`src/rtl/cpu_control_unit.sv`:
```
// cpu_control_unit: decodes the fetch word and sequences a small datapath
// (R1-R6, A, G, shared bus). It stalls fetch during multi-cycle ops by
// re-branching to a shadow copy of the fetch PC.
// Ports: clk, rst (async, active-high), instruction {op,rx,ry},
//   data_in (LOAD operand), branch/branchaddress (to fetch),
//   bus (datapath bus), done (last cycle of each instruction).
// Config: define CU_SUB_EN to make opcode 0100 a 4-cycle SUB.
module cpu_control_unit #(
  parameter int OP_SIZE  = 4,
  parameter int ARG_SIZE = 3,
  parameter int ARG_NUM  = 2,
  parameter int DATA_W   = 8
) (
  input  logic                                clk,
  input  logic                                rst,
  input  logic [OP_SIZE+ARG_NUM*ARG_SIZE-1:0] instruction,
  input  logic [DATA_W-1:0]                   data_in,
  output logic                                branch,
  output logic [3:0]                          branchaddress,
  output logic [DATA_W-1:0]                   bus,
  output logic                                done
);

  localparam int IW = OP_SIZE + ARG_NUM * ARG_SIZE;

  localparam logic [OP_SIZE-1:0] OP_LOAD = OP_SIZE'(0);
  localparam logic [OP_SIZE-1:0] OP_MOVE = OP_SIZE'(1);
  localparam logic [OP_SIZE-1:0] OP_ADD  = OP_SIZE'(2);
  localparam logic [OP_SIZE-1:0] OP_XOR  = OP_SIZE'(3);
  localparam logic [OP_SIZE-1:0] OP_SUB  = OP_SIZE'(4);
  localparam logic [OP_SIZE-1:0] OP_BR   = OP_SIZE'(8);

  localparam logic [ARG_SIZE-1:0] IDX_PC = {ARG_SIZE{1'b1}};

  typedef enum logic [1:0] {T0, T1, T2, T3} state_t;

  state_t              state_q, state_d;
  logic [IW-1:0]       ir_q, ir_d;
  logic [DATA_W-1:0]   a_q, a_d;
  logic [DATA_W-1:0]   g_q, g_d;
  logic [DATA_W-1:0]   r_q [1:6];
  logic [DATA_W-1:0]   r_d [1:6];
  logic [3:0]          pc_q, pc_d;

  logic [OP_SIZE-1:0]  in_op, ir_op;
  logic [ARG_SIZE-1:0] in_rx, in_ry, ir_rx, ir_ry;

  logic                branch_c;
  logic [3:0]          baddr_c;
  logic [DATA_W-1:0]   bus_c;
  logic                done_c;
  logic                wr_en;
  logic [ARG_SIZE-1:0] wr_idx;

  assign in_op = instruction[IW-1 -: OP_SIZE];
  assign in_rx = instruction[2*ARG_SIZE-1 -: ARG_SIZE];
  assign in_ry = instruction[ARG_SIZE-1:0];
  assign ir_op = ir_q[IW-1 -: OP_SIZE];
  assign ir_rx = ir_q[2*ARG_SIZE-1 -: ARG_SIZE];
  assign ir_ry = ir_q[ARG_SIZE-1:0];

  // Index 0 reads zero, index 7 reads the shadow PC.
  function automatic logic [DATA_W-1:0] rd(
    input logic [ARG_SIZE-1:0] idx
  );
    logic [DATA_W-1:0] v;
    v = '0;
    if (idx == IDX_PC) v = DATA_W'(pc_q);
    for (int i = 1; i <= 6; i++)
      if (idx == ARG_SIZE'(i)) v = r_q[i];
    return v;
  endfunction

  function automatic logic is_multi(
    input logic [OP_SIZE-1:0] op
  );
`ifdef CU_SUB_EN
    return (op == OP_ADD) || (op == OP_XOR) ||
           (op == OP_SUB);
`else
    return (op == OP_ADD) || (op == OP_XOR);
`endif
  endfunction

  function automatic logic [DATA_W-1:0] alu(
    input logic [OP_SIZE-1:0] op,
    input logic [DATA_W-1:0]  x,
    input logic [DATA_W-1:0]  y
  );
    logic [DATA_W-1:0] v;
    v = x + y;
    if (op == OP_XOR) v = x ^ y;
`ifdef CU_SUB_EN
    if (op == OP_SUB) v = x - y;
`endif
    return v;
  endfunction

  always_comb begin
    state_d  = state_q;
    ir_d     = ir_q;
    a_d      = a_q;
    g_d      = g_q;
    r_d      = r_q;
    branch_c = 1'b0;
    baddr_c  = '0;
    bus_c    = '0;
    done_c   = 1'b0;
    wr_en    = 1'b0;
    wr_idx   = ir_rx;

    unique case (state_q)
      T0: begin
        ir_d = instruction;
        if (is_multi(in_op)) begin
          state_d  = T1;
          branch_c = 1'b1;
          baddr_c  = pc_q;
        end else begin
          done_c = 1'b1;
          case (in_op)
            OP_LOAD: begin
              bus_c  = data_in;
              wr_en  = 1'b1;
              wr_idx = in_rx;
            end
            OP_MOVE: begin
              bus_c  = rd(in_ry);
              wr_en  = 1'b1;
              wr_idx = in_rx;
            end
            OP_BR: begin
              branch_c = 1'b1;
              baddr_c  = instruction[3:0];
            end
            default: ;
          endcase
        end
      end
      T1: begin
        bus_c    = rd(ir_rx);
        a_d      = bus_c;
        branch_c = 1'b1;
        baddr_c  = pc_q;
        state_d  = T2;
      end
      T2: begin
        bus_c    = rd(ir_ry);
        g_d      = alu(ir_op, a_q, bus_c);
        branch_c = 1'b1;
        baddr_c  = pc_q;
        state_d  = T3;
      end
      T3: begin
        bus_c   = g_q;
        wr_en   = 1'b1;
        done_c  = 1'b1;
        state_d = T0;
      end
    endcase

    // Write data always equals the bus value; NA and PC drop the write.
    for (int i = 1; i <= 6; i++)
      if (wr_en && wr_idx == ARG_SIZE'(i)) r_d[i] = bus_c;

    pc_d = branch_c ? baddr_c : pc_q + 4'd1;
  end

  // Outputs are forced quiet while reset is held.
  assign branch        = branch_c & ~rst;
  assign branchaddress = rst ? 4'd0 : baddr_c;
  assign bus           = rst ? '0 : bus_c;
  assign done          = done_c & ~rst;

  always_ff @(posedge clk or posedge rst) begin
    if (rst) begin
      state_q <= T0;
      ir_q    <= '0;
      a_q     <= '0;
      g_q     <= '0;
      pc_q    <= '0;
      for (int i = 1; i <= 6; i++) r_q[i] <= '0;
    end else begin
      state_q <= state_d;
      ir_q    <= ir_d;
      a_q     <= a_d;
      g_q     <= g_d;
      pc_q    <= pc_d;
      r_q     <= r_d;
    end
  end

endmodule

```
`config.mk`:
```
export PLATFORM = sky130hd
export DESIGN_NAME = cpu_control_unit
export DESIGN_NICKNAME = d
export VERILOG_FILES = /design/src/rtl/cpu_control_unit.sv
export SDC_FILE = /design/constraint.sdc
export NUM_CORES = 1
export LEC_CHECK = 0
export BUFFER_PORTS_ARGS = -buffer_cell sky130_fd_sc_hd__buf_2
export CAP_MARGIN = 5
export CORE_ASPECT_RATIO = 0.5
export CORE_MARGIN = 1.5
export CORE_UTILIZATION = 25
export DETAILED_ROUTE_END_ITERATION = 12
export PLACE_DENSITY = 0.5
export SETUP_SLACK_MARGIN = 0.2
export SYNTH_ARGS = -nofsm -noshare
export SYNTH_HDL_FRONTEND = slang
export SYNTH_SLANG_ARGS = --single-unit
```
`constraint.sdc`:
```
create_clock -name clk -period 3.7 [get_ports clk]
set_input_delay 0.185 -clock clk [delete_from_list [all_inputs] [get_ports clk]]
set_output_delay 0.185 -clock clk [all_outputs]
set_load 0.005 [all_outputs]
```
==> results.md <==
* Run status: finished, final reports clean
* Crit-path slowest cell: dfrtp_2
* TNS Setup at 0 ns
* CP Data Required Time at about 3.5 ns
* Crit-path cells: nor2b_1 > a221oi_1 > o22a_1 > a311oi_1 > a211o_1 > and2_1 > buf_2
* Initial Util at 0.257
* Final period util at 0.853
* Clock sink count at 80
* Switching power at 2.62 mW
* Maximum vdd drop at 0.241 mV
* Commonest non-fill, non-tap cells in the layout: 79 x dfrtp_1, 58 x mux2_2, 40 x nor2_1
* Hold_ws at ~0.10 ns
* Clock root cell: clkbuf_16
* Sw frac at 0.441
* Crit path time final at between 3 and 4 ns
* Dominant synthesized flop cell: dfrtp_1
* Maximum clock frequency at approximately 0.32 GHz
* Wire per inst at approximately 21 µm
* CP delay by family, top: compound AO/OA/AOI/OAI gates
* Clk pwr share at 0.181
* Total gr overflow at 0
* Most common cell after layout, fill and taps aside: dfrtp_1
* Crit-path max cell delay at 0.63 ns
* Max Root-Sink Buffers at 2
* Buf/Inv on CP at 1
* Post-Route WL at ~19 mm
* Internal Pwr Total at ~3.3 mW
* Placer Congestion at between 0.9 and 1
* Synth-to-Final Area Change at 15.1%
* NumNets Final at around 630
* CTS tree: built
* Ratio of cells with drive above 1 in the final layout at 0.253
* Leak pwr at 2.73 nW
* Drt drc at 0
* Mapped Cells at roughly 570
* Initial antenna violation count at 0
* Post-synthesis cell type count at 70
* Largest net degree at the start of global routing at 43
* Crit. End Element: primary output
* Number of synthesized register bits at 80
* GRT Total Usage at 0.163
* Clock slew at reported path FFs at approximately 0.06 ns
* Vias at 4815
* Crit Reg-Reg Startpoint: ir_q[1]
* Worst Hold Class: input pin to flop
* Post-synth EDFFs at 0
* Cell Pwr Density at between 900 and 1000 nW/µm²
* Sequential power share at 0.306
* Slew Viols, Final at 0
* Synthesized Nets at about 600
* GRT Max-Usage Layer: met1
* Max-cap violation count at 0
* Syn. warnings at 0
* Data arrival time of the critical path at ~3.0 ns
* Hold Crit Start: instruction[5]
* Chip width at approximately 210 µm
* First-pass GRT wire length at roughly 29 mm
* Worst setup path start: ir_q[4]
* Combinational share of power at 0.513
* Startpoint Class: flop
* Slew @ Worst Pin at 0.905 ns
* Setup violators final at 0
* Vias in the first global route at between 4000 and 5000
* Syn avg cell area at roughly 10 µm²
* Cts bufs inserted at 9
* M2 GR Usage at 0.226
* DR pass1 iterations at 7
* CTS HTree Levels at 3
* I/O pin count at 34
* Hold Vio Cnt, Final at 0
* Sequential area share after synthesis at 0.357
* Worst skew pair latency at around 0.35 ns
* Vias/cell at approximately 5.4
* 1st-iter DRT viols at about 540
* Ant diodes at 0
* Full die area at 23400 µm²
* Final Skew at 0.00629 ns
* Final Util at 0.295
* WS Path Type: flop to primary output
* Critical Path Fanout Max at 20
* Mapped Area at between 5000 and 6000 µm²
* Ys async rst share at 1.00
* Row cnt at 38
* Die Y at 109 µm
* Total core area at between 20000 and 25000 µm²
* M3 GR Usage at 0.0377
* Antenna viol nets, final at 0
* Unrepaired setup endpoints after global routing: false
* Detailed placer's ending HPWL at between 10 and 15 mm
* GR Util met1 at 0.245
* Layout filler cell count at approximately 2300
* Port Buffers at 33
* Rel. slew slack at 0.391
## timing repair
action                                 CTS  global route
resized for setup                        0             1
setup endpoints to repair                0             1
setup buffers                            0             0
hold buffers                             1             0
endpoints found under the hold margin   29             0
## final cells by class
type | count | area (µm²) | share of cell area
clock buffer | 9 | 225 | 0.0349
clock inverter | 4 | 120 | 0.0186
inverter | 23 | 87.6 | 0.0136
multi-input combinational | 432 | 3340 | 0.518
sequential | 80 | 2000 | 0.311
tap | 300 | 375 | 0.0582
timing repair buffer | 50 | 295 | 0.0458
## cell usage after synthesis, types with 9 or more instances
cell type | instances | area share
a21oi_1 | 30 | 0.027
a22oi_1 | 9 | 0.012
and2_1 | 11 | 0.012
buf_2 | 15 | 0.013
clkbuf_1 | 14 | 0.0094
dfrtp_1 | 80 | 0.36
ha_1 | 14 | 0.031
inv_1 | 21 | 0.014
mux2_2 | 58 | 0.12
mux2_4 | 14 | 0.038
mux2i_1 | 16 | 0.029
nand2_1 | 24 | 0.016
nand2b_1 | 10 | 0.011
nand3_1 | 12 | 0.011
nor2_1 | 40 | 0.027
nor2b_1 | 18 | 0.020
nor3_1 | 12 | 0.011
o21ai_0 | 21 | 0.019
## cell families (layout without fill, tap and decap cells)
logic type | Yosys count | in the layout | share of synthesized area
compound gates | 163 | 163 | 0.213
xor+xnor | 7 | 7 | 0.0109
fa+ha+maj | 15 | 15 | 0.0349
buf+inv | 57 | 86 | 0.0462
flops | 80 | 80 | 0.357
mux | 88 | 88 | 0.183
simple gates | 159 | 159 | 0.155
## path summary, 6_finish.rpt
path | cells past startpoint | slack, ns | end
worst max-delay path | 7 | 0.54 | bus[2]
worst min-delay path | 3 | 0.10 | ir_q[5]
worst max register to register | 11 | 0.59 | g_q[6]
worst min register to register | 1 | 0.50 | ir_q[6]
max in group asynchronous | 4 | 2.14 | ir_q[4]
min in group asynchronous | 3 | 0.51 | ir_q[5]
## power groups by stage
stage | Combinational (mW) | Clock [mW] | Sequential, mW
6_report | 3.05 | 1.08 | 1.82
5_1_grt | 3.34 | 1.13 | 1.86
4_1_cts | 3.01 | 1.10 | 1.79
3_5_place_dp | 2.99 | 0 | 1.80
3_3_place_gp | 2.96 | 0 | 1.81
2_1_floorplan | 2.34 | 0 | 1.50
## state kept, by name (all words and copies together) (netlist names)
| name | cells |
|---|---|
| r_q | 48 |
| ir_q | 10 |
| a_q | 8 |
| g_q | 8 |
| pc_q | 4 |
| state_q | 2 |
## layer usage
metal,vias to the layer above,share of wire,routed length [µm]
met5,-,0,0
met2,214,0.40,7340
met4,0,0.021,392
met3,24,0.083,1540
li1,2197,-,-
met1,2380,0.50,9290
## worst min-delay path: cells and delay by family
kind	cells	cell delay [ns]
AND/OR/NAND/NOR	1	0.05
AO/OA/AOI/OAI	1	0.06
buffers and inverters	1	0.12
## stage by stage
| step | cells | power (mW) | setup WS [ns] | area (µm²) |
|---|---|---|---|---|
| 5_1_grt | 898 | 6.33 | 0.384 | 6450 |
| 3_3_place_gp | 884 | 4.77 | 0.710 | 6090 |
| 3_5_place_dp | 884 | 4.79 | 0.651 | 6090 |
| 6_report | 898 | 5.94 | 0.545 | 6450 |
| 2_1_floorplan | 569 | 3.84 | 1.05 | 5600 |
| 4_1_cts | 898 | 5.90 | 0.444 | 6440 |
Note: power is estimated with default switching activity, not from simulation.
